==> src/rtl/pdm_pkg.sv <==
// Shared types and defaults for the PDM microphone capture path.
package pdm_pkg;

  typedef enum logic [2:0] {
    IDLE = 3'd0,
    WAKE = 3'd1,
    WARM = 3'd2,
    RUN  = 3'd3,
    STOP = 3'd4
  } pdm_state_t;

  localparam int PCM_W          = 16;
  localparam int DEF_CLK_DIV    = 4;
  localparam int DEF_WAKE_CYC   = 1024;
  localparam int DEF_WARMUP     = 32;
  localparam int DEF_FIFO_DEPTH = 4;

  // Bits are only handed to the decimator while it is out of clear.
  function automatic logic is_capture(pdm_state_t s);
    return (s == WARM) || (s == RUN);
  endfunction

endpackage

==> src/rtl/pcm_fifo.sv <==
// Small synchronous FIFO for PCM samples; a pop on a full FIFO frees the slot for a same-cycle push.
module pcm_fifo #(
  parameter int DEPTH = 4,
  parameter int W     = 16
) (
  input  logic         clk,
  input  logic         reset,
  input  logic         clr,
  input  logic         push,
  input  logic         pop,
  input  logic [W-1:0] din,
  output logic [W-1:0] dout,
  output logic         full,
  output logic         empty
);

  localparam int AW = $clog2(DEPTH);

  logic [AW:0]  wr_ptr_q, wr_ptr_d;
  logic [AW:0]  rd_ptr_q, rd_ptr_d;
  logic [W-1:0] mem_q [DEPTH];
  logic [W-1:0] mem_d [DEPTH];
  logic         do_push;
  logic         do_pop;

  assign empty   = (wr_ptr_q == rd_ptr_q);
  assign full    = (wr_ptr_q[AW] != rd_ptr_q[AW]) && (wr_ptr_q[AW-1:0] == rd_ptr_q[AW-1:0]);
  assign do_pop  = pop && !empty;
  assign do_push = push && (!full || do_pop);
  assign dout    = empty ? '0 : mem_q[rd_ptr_q[AW-1:0]];

  always_comb begin
    wr_ptr_d = wr_ptr_q;
    rd_ptr_d = rd_ptr_q;
    mem_d    = mem_q;
    if (clr) begin
      wr_ptr_d = '0;
      rd_ptr_d = '0;
    end else begin
      if (do_push) begin
        mem_d[wr_ptr_q[AW-1:0]] = din;
        wr_ptr_d = wr_ptr_q + 1'b1;
      end
      if (do_pop) begin
        rd_ptr_d = rd_ptr_q + 1'b1;
      end
    end
  end

  always_ff @(posedge clk) begin
    if (reset) begin
      wr_ptr_q <= '0;
      rd_ptr_q <= '0;
    end else begin
      wr_ptr_q <= wr_ptr_d;
      rd_ptr_q <= rd_ptr_d;
    end
  end

  // Storage needs no reset: dout is masked while empty.
  always_ff @(posedge clk) begin
    mem_q <= mem_d;
  end

endmodule

==> src/rtl/pdm_capture_ctrl.sv <==
// PDM mic clock generator, bit capture and decimator pacing, with a PCM output FIFO.
// Define PDM_OVF_CNT_EN to add the saturating dropped-sample counter ovf_count.
//
// state | meaning
// IDLE  | mic clock off, decimator held in clear, FIFO flushed
// WAKE  | mic clock running, waiting WAKE_CYC periods for the mic to settle
// WARM  | capturing; first WARMUP decimator outputs discarded
// RUN   | capturing; decimator outputs written to the FIFO
// STOP  | no capture; finishing the current mic clock period
module pdm_capture_ctrl
  import pdm_pkg::*;
#(
  parameter int CLK_DIV    = DEF_CLK_DIV,
  parameter int WAKE_CYC   = DEF_WAKE_CYC,
  parameter int WARMUP     = DEF_WARMUP,
  parameter int FIFO_DEPTH = DEF_FIFO_DEPTH
) (
  input  logic             clk,
  input  logic             reset,
  input  logic             enable,
  output logic             mic_clk,
  input  logic             pdm_data,
  output logic             dec_rst,
  output logic             dec_ce,
  output logic             dec_x,
  input  logic [PCM_W-1:0] dec_pcm,
  input  logic             dec_valid,
  output logic             dec_ready,
  output logic [PCM_W-1:0] pcm_out,
  output logic             pcm_valid,
  input  logic             pcm_ready,
  output logic             overflow,
`ifdef PDM_OVF_CNT_EN
  output logic [15:0]      ovf_count,
`endif
  output logic             busy
);

  localparam int DIV_W = $clog2(CLK_DIV);
  localparam int WK_W  = (WAKE_CYC > 1) ? $clog2(WAKE_CYC) : 1;
  localparam int WM_W  = (WARMUP > 1) ? $clog2(WARMUP) : 1;
  localparam logic [DIV_W-1:0] DIV_LAST  = DIV_W'(CLK_DIV - 1);
  localparam logic [DIV_W-1:0] DIV_HALF  = DIV_W'(CLK_DIV / 2);
  localparam logic [WK_W-1:0]  WAKE_LOAD = WK_W'(WAKE_CYC - 1);
  localparam logic [WM_W-1:0]  WARM_LOAD = WM_W'((WARMUP > 0) ? WARMUP - 1 : 0);

  pdm_state_t       state_q, state_d;
  logic [DIV_W-1:0] div_cnt_q, div_cnt_d;
  logic [WK_W-1:0]  wake_cnt_q, wake_cnt_d;
  logic [WM_W-1:0]  warm_cnt_q, warm_cnt_d;
  logic             mic_clk_q, mic_clk_d;
  logic             dec_rst_q, dec_rst_d;
  logic             dec_ce_q, dec_ce_d;
  logic             dec_x_q, dec_x_d;
  logic             overflow_q, overflow_d;

  logic             div_wrap;
  logic             start;
  logic             fifo_push;
  logic             fifo_clr;
  logic             fifo_full;
  logic             fifo_empty;
  logic             drop;

  assign div_wrap  = (div_cnt_q == DIV_LAST);
  assign start     = (state_q == IDLE) && enable;
  assign fifo_push = (state_q == RUN) && dec_valid;
  // A full FIFO only drops when the sink is not freeing a slot this cycle.
  assign drop      = fifo_push && fifo_full && !pcm_ready;
  assign fifo_clr  = (state_q == IDLE) || (state_d == IDLE);

  always_comb begin
    state_d    = state_q;
    div_cnt_d  = '0;
    wake_cnt_d = wake_cnt_q;
    warm_cnt_d = warm_cnt_q;
    overflow_d = overflow_q;

    if (state_q != IDLE) begin
      div_cnt_d = div_wrap ? '0 : div_cnt_q + 1'b1;
    end

    case (state_q)
      IDLE: begin
        if (enable) begin
          state_d    = WAKE;
          wake_cnt_d = WAKE_LOAD;
          overflow_d = 1'b0;
        end
      end
      WAKE: begin
        if (!enable) begin
          state_d = STOP;
        end else if (div_wrap) begin
          if (wake_cnt_q == '0) begin
            state_d    = (WARMUP == 0) ? RUN : WARM;
            warm_cnt_d = WARM_LOAD;
          end else begin
            wake_cnt_d = wake_cnt_q - 1'b1;
          end
        end
      end
      WARM: begin
        if (!enable) begin
          state_d = STOP;
        end else if (dec_valid) begin
          if (warm_cnt_q == '0) begin
            state_d = RUN;
          end else begin
            warm_cnt_d = warm_cnt_q - 1'b1;
          end
        end
      end
      RUN: begin
        if (!enable) begin
          state_d = STOP;
        end
      end
      STOP: begin
        if (div_wrap) begin
          state_d = IDLE;
        end
      end
      default: state_d = IDLE;
    endcase

    if (drop) begin
      overflow_d = 1'b1;
    end

    // Strobe only if capture continues into the next cycle, so leaving RUN never emits a bit.
    dec_ce_d  = is_capture(state_q) && is_capture(state_d) && div_wrap;
    dec_x_d   = (is_capture(state_q) && div_wrap) ? pdm_data : dec_x_q;
    dec_rst_d = !is_capture(state_d);
    mic_clk_d = (state_d != IDLE) && (div_cnt_d < DIV_HALF);
  end

  always_ff @(posedge clk) begin
    if (reset) begin
      state_q    <= IDLE;
      div_cnt_q  <= '0;
      wake_cnt_q <= '0;
      warm_cnt_q <= '0;
      mic_clk_q  <= 1'b0;
      dec_rst_q  <= 1'b1;
      dec_ce_q   <= 1'b0;
      dec_x_q    <= 1'b0;
      overflow_q <= 1'b0;
    end else begin
      state_q    <= state_d;
      div_cnt_q  <= div_cnt_d;
      wake_cnt_q <= wake_cnt_d;
      warm_cnt_q <= warm_cnt_d;
      mic_clk_q  <= mic_clk_d;
      dec_rst_q  <= dec_rst_d;
      dec_ce_q   <= dec_ce_d;
      dec_x_q    <= dec_x_d;
      overflow_q <= overflow_d;
    end
  end

`ifdef PDM_OVF_CNT_EN
  logic [15:0] ovf_cnt_q, ovf_cnt_d;

  always_comb begin
    ovf_cnt_d = ovf_cnt_q;
    if (start) begin
      ovf_cnt_d = '0;
    end else if (drop && (ovf_cnt_q != 16'hFFFF)) begin
      ovf_cnt_d = ovf_cnt_q + 16'd1;
    end
  end

  always_ff @(posedge clk) begin
    if (reset) begin
      ovf_cnt_q <= '0;
    end else begin
      ovf_cnt_q <= ovf_cnt_d;
    end
  end

  assign ovf_count = ovf_cnt_q;
`endif

  pcm_fifo #(
    .DEPTH(FIFO_DEPTH),
    .W    (PCM_W)
  ) u_fifo (
    .clk  (clk),
    .reset(reset),
    .clr  (fifo_clr),
    .push (fifo_push),
    .pop  (pcm_ready),
    .din  (dec_pcm),
    .dout (pcm_out),
    .full (fifo_full),
    .empty(fifo_empty)
  );

  assign mic_clk   = mic_clk_q;
  assign dec_rst   = dec_rst_q;
  assign dec_ce    = dec_ce_q;
  assign dec_x     = dec_x_q;
  assign dec_ready = 1'b1;
  assign pcm_valid = !fifo_empty;
  assign overflow  = overflow_q;
  assign busy      = (state_q != IDLE);

endmodule

==> config.mk <==
export PLATFORM = sky130hd
export DESIGN_NAME = pdm_capture_ctrl
export DESIGN_NICKNAME = d
export VERILOG_FILES = /design/src/rtl/pdm_pkg.sv /design/src/rtl/pcm_fifo.sv /design/src/rtl/pdm_capture_ctrl.sv
export SDC_FILE = /design/constraint.sdc
export NUM_CORES = 1
export LEC_CHECK = 0
export BUFFER_PORTS_ARGS = -buffer_cell sky130_fd_sc_hd__buf_2
export CAP_MARGIN = 20
export CORE_MARGIN = 2
export CORE_UTILIZATION = 45
export DETAILED_ROUTE_END_ITERATION = 6
export PLACE_DENSITY = 0.72
export SLEW_MARGIN = 20
export SYNTH_ARGS = -nofsm -noshare
export SYNTH_HDL_FRONTEND = slang
export SYNTH_SLANG_ARGS = --single-unit
==> constraint.sdc <==
create_clock -name clk -period 5 [get_ports clk]
set_input_delay 0 -clock clk [delete_from_list [all_inputs] [get_ports clk]]
set_output_delay 0 -clock clk [all_outputs]
set_load 0.02 [all_outputs]
# After elaboration in Yosys (flattened, before gate mapping)
# Index checks and enable logic that the tools add are counted.
[classes]
bitwise_logic = 3
order_cmp = 4
reduce_logical = 34
n_eq_ne = 18
muxes = 34
n_addsub = 5
[op_table]
columns = ["cell", "n"]
rows = [
  ["$bwmux 64", 1],
  ["$mux 16", 4],
  ["$mux 10", 4],
  ["$bmux 16 s2", 1],
  ["$demux 16 s2", 1],
  ["$mux 5", 6],
  ["$mux 3", 9],
  ["$pmux 10 s2", 1],
  ["$ne 2x2->1 const B", 8],
  ["$pmux 3 s5", 1],
  ["$eq 3x2->1 const B", 4],
  ["$logic_and 1x1->1", 11],
  ["$logic_not 10->1", 1],
  ["$pmux 5 s2", 1],
  ["$sub 10x1->10 const B", 1],
  ["$reduce_bool 2->1", 4],
  ["$reduce_and 7->1", 1],
  ["$add 3x1->3 const B", 2],
  ["$ge 3x3->1 const B", 2],
  ["$logic_not 3->1", 2],
  ["$not 2->3", 2],
  ["$reduce_bool 3->1", 2],
  ["$logic_not 5->1", 1],
  ["$reduce_and 5->1", 1],
  ["other kinds (17)", 27],
]
[totals]
output_inout_bits = 24
word_cells = 113
inputBits = 22
register_bits = 95

# Depth between registers and ports, before layout
# Gate-level depths: netlist (run 1).
[depth]
word_depth = 9
mapped_depth = 7

# Modules after synthesis
# A second synthesis (run 1) with hierarchy kept.
[unflattened]
cells_unflattened = 312
hier_area_um2 = 4281.6
[modules_own_cells]
columns = ["mod", "area_per_inst_um2", "instances", "seq_area_each_um2", "cells_per_inst"]
rows = [
  ["pcm_fifo", 2935.3, 1, 2042.0, 155],
  ["pdm_capture_ctrl", 1346.3, 1, 500.5, 157],
]

# Worst setup path before layout (run 1)
# Ideal clock, no wire load.
[synth_path]
kind = "reg2reg"
startpoint = "register u_fifo.rd_ptr_q[0]"
endpoint = "register u_fifo.mem_q[0] (netlist bit), enable pin"
path_slack_ps = 2848
arrival_time_ps = 1764
path_buffers = 1
path_stages_with_launch = 5
synth_period_minus_slack_ps = 2152
setup_time_ps = 389
required_ps = 4611
cell_sequence = "dfxtp_1 > buf_2 > xor2_1 > o41ai_1 > nor2_1"
[synth_via]
elab_chain_len = 6
[synth_lines]
columns = ["element", "line_no", "rtl"]
rows = [
  ["start, declared", "pcm_fifo.sv:20", "logic [AW:0] rd_ptr_q, rd_ptr_d;"],
  ["start signal, assigned", "pcm_fifo.sv:56", "rd_ptr_q <= rd_ptr_d;"],
  ["$eq 3x3->1 / $eq 2x2->1 (equally long branches)", "pcm_fifo.sv:26, pcm_fifo.sv:27", ""],
  ["$logic_not 1->1 / $logic_and 1x1->1 (equally long branches)", "pcm_fifo.sv:28, pcm_fifo.sv:27", ""],
  ["$logic_and 1x1->1 / $logic_not 1->1 (equally long branches)", "pcm_fifo.sv:28, pcm_fifo.sv:29", ""],
  ["$logic_or 1x1->1 (*)", "pcm_fifo.sv:29", "assign do_push = push && (!full || do_pop);"],
  ["$logic_and 1x1->1 (*)", "pcm_fifo.sv:29", ""],
  ["$reduce_and 2->1 (no line) (*)", "-", ""],
  ["end signal, assigned", "pcm_fifo.sv:62", "mem_q <= mem_d;"],
  ["end, declared", "pcm_fifo.sv:21", "logic [W-1:0] mem_q [DEPTH];"],
]
# Every way passes the cells marked *; elsewhere a longest branch is shown, timed or not.
# A chain may end at the register's enable or synchronous reset.

# Worst setup path after layout (run 1)
[layout_path]
startpoint = "register u_fifo.rd_ptr_q[1]"
endpoint = "register u_fifo.mem_q[42] (netlist bit), enable pin"
# The elaborated chain is that of the path after synthesis.

==> results of run 1 <==
-- layout make-up --
type	instances	share of cell area (%)
sequential	95	52.9
inverter	15	1.17
timing repair buffer	63	8.43
clock inverter	6	1.74
multi-input combinational	176	30.3
clock buffer	10	2.65
tap	108	2.81
-- path summary, 6_finish.rpt --
path                            slack [ns]          endpoint
worst min register to register        0.44      div_cnt_q[0]
worst min-delay path                  0.03        state_q[1]
worst max-delay path                  2.21  u_fifo.mem_q[42]
worst max register to register        2.21  u_fifo.mem_q[42]
-- power by group --
part | internal, mW | leakage (nW) | switching (mW)
clock | 0.281 | 0.102 | 0.254
sequential | 0.847 | 0.828 | 0.0138
combinational | 0.0409 | 0.804 | 0.0486
total | 1.17 | 1.73 | 0.316
-- per-stage QoR --
step,instances,worst slack [ns]
after CTS,473,2.03
after floorplan,300,2.85
after detailed placement,440,2.22
final,473,2.21
after global placement,440,2.33
after global routing,473,2.00
-- routing by layer --
layer,part of all wire [%],vias to the layer above,global-route usage [%]
li1,-,1271,-
met1,46,1271,19.7
met2,50,66,28.3
met3,3.6,6,2.58
met4,0.89,0,5.69
met5,0,-,0
-- kinds of logic (layout without fill, tap and decap cells) --
family / after synthesis / count (layout) / share of synthesized area (%)
DFF: 95 / 95 / 61.4
and+or+nand+nor: 89 / 89 / 12.8
AOI/OAI and AO/OA: 51 / 51 / 8.50
buffers and inverters: 29 / 94 / 3.60
muxes: 18 / 18 / 9.19
adders and majority gates: 9 / 9 / 2.72
xor gates and xnor gates: 8 / 8 / 1.69
other: 1 / 1 / 0.0906
-- timing repair --
| item | 4_1_cts | 5_1_grt |
|---|---|---|
| buffers inserted | 0 | 0 |
| hold buffers | 17 | 0 |
| hold endpoints to repair | 65 | 0 |
| endpoints found under the setup margin | 0 | 0 |
-- registers in the layout, indices dropped and copies added, names as in the netlist, 2 cells and up --
name             flops
warm_cnt_q           5
u_fifo.mem_q        64
div_cnt_q            2
u_fifo.wr_ptr_q      3
wake_cnt_q          10
state_q              3
u_fifo.rd_ptr_q      3
-- Yosys cell counts, types with 3 or more instances --
library cell	instances	share of area, %
edfxtp_1	64	46
dfxtp_1	31	15
nor2b_1	17	2.6
mux4_2	16	8.7
inv_1	15	1.4
nor2_1	14	1.3
a21oi_1	10	1.2
o21ai_0	10	1.2
ha_1	9	2.7
nor3_1	9	1.1
a31oi_1	8	1.2
nand2_1	8	0.73
xor2_1	6	1.3
clkbuf_1	5	0.45
o31ai_1	5	0.91
and2_1	4	0.60
buf_2	4	0.48
nand4_1	4	0.60
or3_1	4	0.60
and3_1	3	0.45
buf_6	3	0.82
nand3_1	3	0.36
nor3b_1	3	0.54
nor4b_1	3	0.64
or4_1	3	0.54
-- worst max-delay path, cell delays in order (launching register included) --
cell and delay [ns]:
dfxtp_1 0.92, xor2_1 0.48, o41a_1 0.32, and2_1 0.70
==> flow_summary.json, run 1 <==
{
  "rr_worst_depth": 3,
  "initial_core_util_pct": 47.0,
  "yosysWarnings": 0,
  "diodes": 0,
  "peakVddDrop_uv": 192,
  "antenna_left": 0,
  "cp.arrival_ns": 2.76,
  "fp-row-count": 34,
  "area_growth_pct": 16.2,
  "grt_pass1_vias": 2585,
  "wl_per_cell_um": 16.2,
  "reg2reg_from": "u_fifo.rd_ptr_q[1]",
  "post_cts_resized": 0,
  "via_count": 2614,
  "holdCritPathClass": "in -> reg",
  "root_buffer": "clkbuf_8",
  "synth_nets": 331,
  "whs_ns": 0.0265,
  "ios": 46,
  "final_max_slew_viol_count": 0,
  "synth_flop_cell": "edfxtp_1",
  "power_density_mw_per_mm2": 309,
  "final_common_cell": "edfxtp_1",
  "grt_overflow": 0,
  "cp_max_fo": 19,
  "nNetsFinal": 391,
  "die_h_um": 99.9,
  "status": "finished, final reports clean",
  "wl_um": 7660,
  "synthArstFlopShare_pct": 0,
  "die_w_um": 99.9,
  "maxCapViolCount": 0,
  "fin_tns_setup_ns": 0,
  "clk_latency_ns": 0.34,
  "whs_path_depth": 3,
  "port_buffers": 44,
  "coreArea_mm2": 0.00881,
  "ys_ff_latch": 95,
  "fillers": 735,
  "clockBufferDepth": 2,
  "placed_cell_area_mm2": 0.00442,
  "firstDrtPassIters": 4,
  "dieArea_mm2": 0.00998,
  "cts_tree": "built",
  "drc": 0,
  "rsz0062_at_grt": "false",
  "worstHoldStart": "enable",
  "crit_required_ns": 4.97,
  "timing.final.crit_period_ns": 2.79,
  "finalPower_mw": 1.49,
  "antenna_found_initial": 0,
  "path_class": "reg -> reg",
  "hold_viol": 0,
  "gp_congestion": 0.788,
  "hpwl_um": 5010,
  "final_cell_mix": "edfxtp_1, buf_2, dfxtp_1, nor2b_1, dlygate4sd3_1",
  "end_kind": "flop",
  "multi_input_area_mm2": 0.00146,
  "htreeDepth": 3,
  "design_area_mm2": 0.00481,
  "seq_area_frac_synth_pct": 61.4,
  "syn-instance-count": 300,
  "register_area_mm2": 0.00254,
  "first_iter_violations": 101,
  "grt_max_degree": 21,
  "relSlewSlack_pct": 40.2,
  "fin_crit_sh_pct": 55.8,
  "synth_edf_count": 64,
  "syn_area_mm2": 0.00414,
  "startpoint_type": "flop",
  "postLayoutCoreUtil_pct": 54.6,
  "postSynthAreaPerCell_um2": 13.8,
  "numCtsBuffers": 9,
  "tightest_slew_ns": 0.896,
  "finClkSkew_ns": 0.00884,
  "routed_via_density": 5.53,
  "synthDistinctLibCells": 57,
  "max_freq_mhz": 359,
  "p_leak_nw": 1.73,
  "grt_use_total_pct": 15.9,
  "cts_sinks": 95,
  "drive_gt1_share_pct": 22.7,
  "finalSetupViolCount": 0,
  "grt_pass1_wl_um": 12200,
  "clk_pin_slew_worst_paths_ns": 0.08,
  "crit_start": "u_fifo.rd_ptr_q[1]"
}
Power figures use the tool's default switching activity.
==> run 2, diff against run 1 <==
--- a/config.mk
+++ b/config.mk
@@ -10,7 +10,7 @@
 export CORE_MARGIN = 2
 export CORE_UTILIZATION = 45
 export DETAILED_ROUTE_END_ITERATION = 6
-export PLACE_DENSITY = 0.72
+export PLACE_DENSITY = 0.74
 export SLEW_MARGIN = 20
 export SYNTH_ARGS = -nofsm -noshare
 export SYNTH_HDL_FRONTEND = slang
==> constraint.sdc (replaced) <==
create_clock -name clk -period 2.55 [get_ports clk]
set_input_delay 0 -clock clk [delete_from_list [all_inputs] [get_ports clk]]
set_output_delay 0 -clock clk [all_outputs]
set_load 0.02 [all_outputs]
==> flow_summary.json, run 2 (same netlist as run 1, synthesis figures left out) <==
{
  "status": "finished, final reports clean",
  "firstDrtPassIters": 4,
  "fin_crit_sh_pct": 79.2,
  "final_common_cell": "edfxtp_1",
  "hold_viol": 0,
  "drc": 0,
  "relSlewSlack_pct": 53.6,
  "htreeDepth": 3,
  "rrSetupSlack_ns": 0.53,
  "largest_reg_flops": 64,
  "worst_path_dominant_cell_family": "simple AND/OR/NAND/NOR gates",
  "p_sw_share_pct": 22.4,
  "grt_use_total_pct": 16.3,
  "clk_latency_ns": 0.35,
  "grt_pass1_wl_um": 12800,
  "startpoint_type": "flop",
  "stdcell_count": 477,
  "critPathSlowestCell": "or4_2",
  "p_int_mw": 2.20,
  "rsz0062_at_grt": "false",
  "grt_pass1_vias": 2559,
  "numCtsBuffers": 9,
  "die_h_um": 99.9,
  "fp-row-count": 34,
  "final_max_slew_viol_count": 0,
  "port_buffers": 44,
  "cts_hold_buf": 17,
  "clockBufferDepth": 2,
  "peakVddDrop_uv": 258,
  "comb_power_share_pct": 6.2,
  "antenna_left": 0,
  "maxCapViolCount": 0,
  "timing.final.crit_period_ns": 2.02,
  "switchingPower_mw": 0.632,
  "wl_um": 7650,
  "finalSetupViolCount": 0,
  "grt_overflow": 0,
  "cp_max_fo": 13,
  "end_kind": "flop",
  "diodes": 0,
  "via_count": 2624,
  "power_density_mw_per_mm2": 587,
  "routed_via_density": 5.50,
  "die_w_um": 99.9,
  "holdCritPathClass": "in -> reg",
  "dieArea_mm2": 0.00998,
  "power_frac_clock_pct": 34.1,
  "crit_path_cell_trace": "inv_1, ha_1, and2_1, and4_1, or4_2, a31oi_1",
  "dp.cells": 445,
  "clk_pin_slew_worst_paths_ns": 0.09,
  "p_leak_nw": 1.75,
  "regMostFlops": "u_fifo.mem_q",
  "area_growth_pct": 16.5,
  "first_iter_violations": 127,
  "seq_power_share_pct": 59.7,
  "cts_setup_buffers": 0,
  "path_class": "reg -> reg",
  "post_cts_resized": 0,
  "hpwl_um": 5100,
  "root_buffer": "clkbuf_8",
  "fillers": 741,
  "worst-path-buf-inv": 1,
  "coreArea_mm2": 0.00881,
  "nNetsFinal": 396,
  "top_regs": "u_fifo.mem_q: 64 flops, wake_cnt_q: 10 flops, warm_cnt_q: 5 flops",
  "ios": 46,
  "max_freq_mhz": 495,
  "drive_gt1_share_pct": 24.1,
  "finClkSkew_ns": 0.0130,
  "grt_max_degree": 21,
  "cts_sinks": 95,
  "crit_required_ns": 2.82,
  "fin_tns_setup_ns": 0,
  "tightest_slew_ns": 0.686,
  "cts_tree": "built",
  "wl_per_cell_um": 16.0,
  "gp_congestion": 0.842,
  "final_cell_mix": "edfxtp_1, buf_2, dfxtp_1, nor2b_1, dlygate4sd3_1",
  "antenna_found_initial": 0,
  "cp.arrival_ns": 2.29,
  "max_stage_delay_ns": 0.64,
  "initial_core_util_pct": 47.0
}
[run 2: tightest hold or removal path, stage by stage]
cell and delay (ns):
buf_2 0.16, nand2_1 0.12, nor3_1 0.06
[run 2: path summary, 6_finish.rpt]
check                startpoint             to  cells past startpoint
setup / recovery  wake_cnt_q[0]  wake_cnt_q[3]                      6
hold / removal           enable     state_q[1]                      3
setup reg to reg  wake_cnt_q[0]  wake_cnt_q[3]                      6
hold reg to reg    div_cnt_q[0]   div_cnt_q[0]                      1
[run 2: routing by layer]
layer,track usage (%),share of wire (%)
met3,2.65,3.4
met1,20.5,44
met5,0,0
met2,28.9,51
met4,5.37,1.3
[run 2: cell type report]
class | instances | area [um^2] | area share, %
Clock buffer | 9 | 124 | 2.57
Sequential cell | 95 | 2540 | 52.8
Timing Repair Buffer | 68 | 443 | 9.19
Clock inverter | 6 | 67.6 | 1.40
Multi-Input combinational cell | 176 | 1450 | 30.1
Inverter | 15 | 56.3 | 1.17
Tap cell | 108 | 135 | 2.80
[run 2: through the flow]
stage / hold WS (ns) / instance area (um^2) / util (%) / total power, mW / setup WS [ns]
final: 0.0275 / 4820 / 54.7 / 2.83 / 0.530
after global routing: 0.0334 / 4820 / 54.7 / 2.94 / 0.404
after CTS: 0.0137 / 4820 / 54.7 / 2.85 / 0.530
after detailed placement: 0.222 / 4460 / 50.6 / 1.88 / 0.553
after global placement: 0.215 / 4460 / 50.6 / 1.87 / 0.621
after floorplan: 0.0989 / 4140 / - / 1.83 / 0.398
[run 2: power groups by stage]
stage / clock network (mW) / registers [mW] / logic [mW]
after floorplan: 0 / 1.72 / 0.111
after global placement: 0 / 1.72 / 0.150
after detailed placement: 0 / 1.72 / 0.154
after CTS: 0.985 / 1.69 / 0.175
after global routing: 1.05 / 1.69 / 0.197
final: 0.964 / 1.69 / 0.175
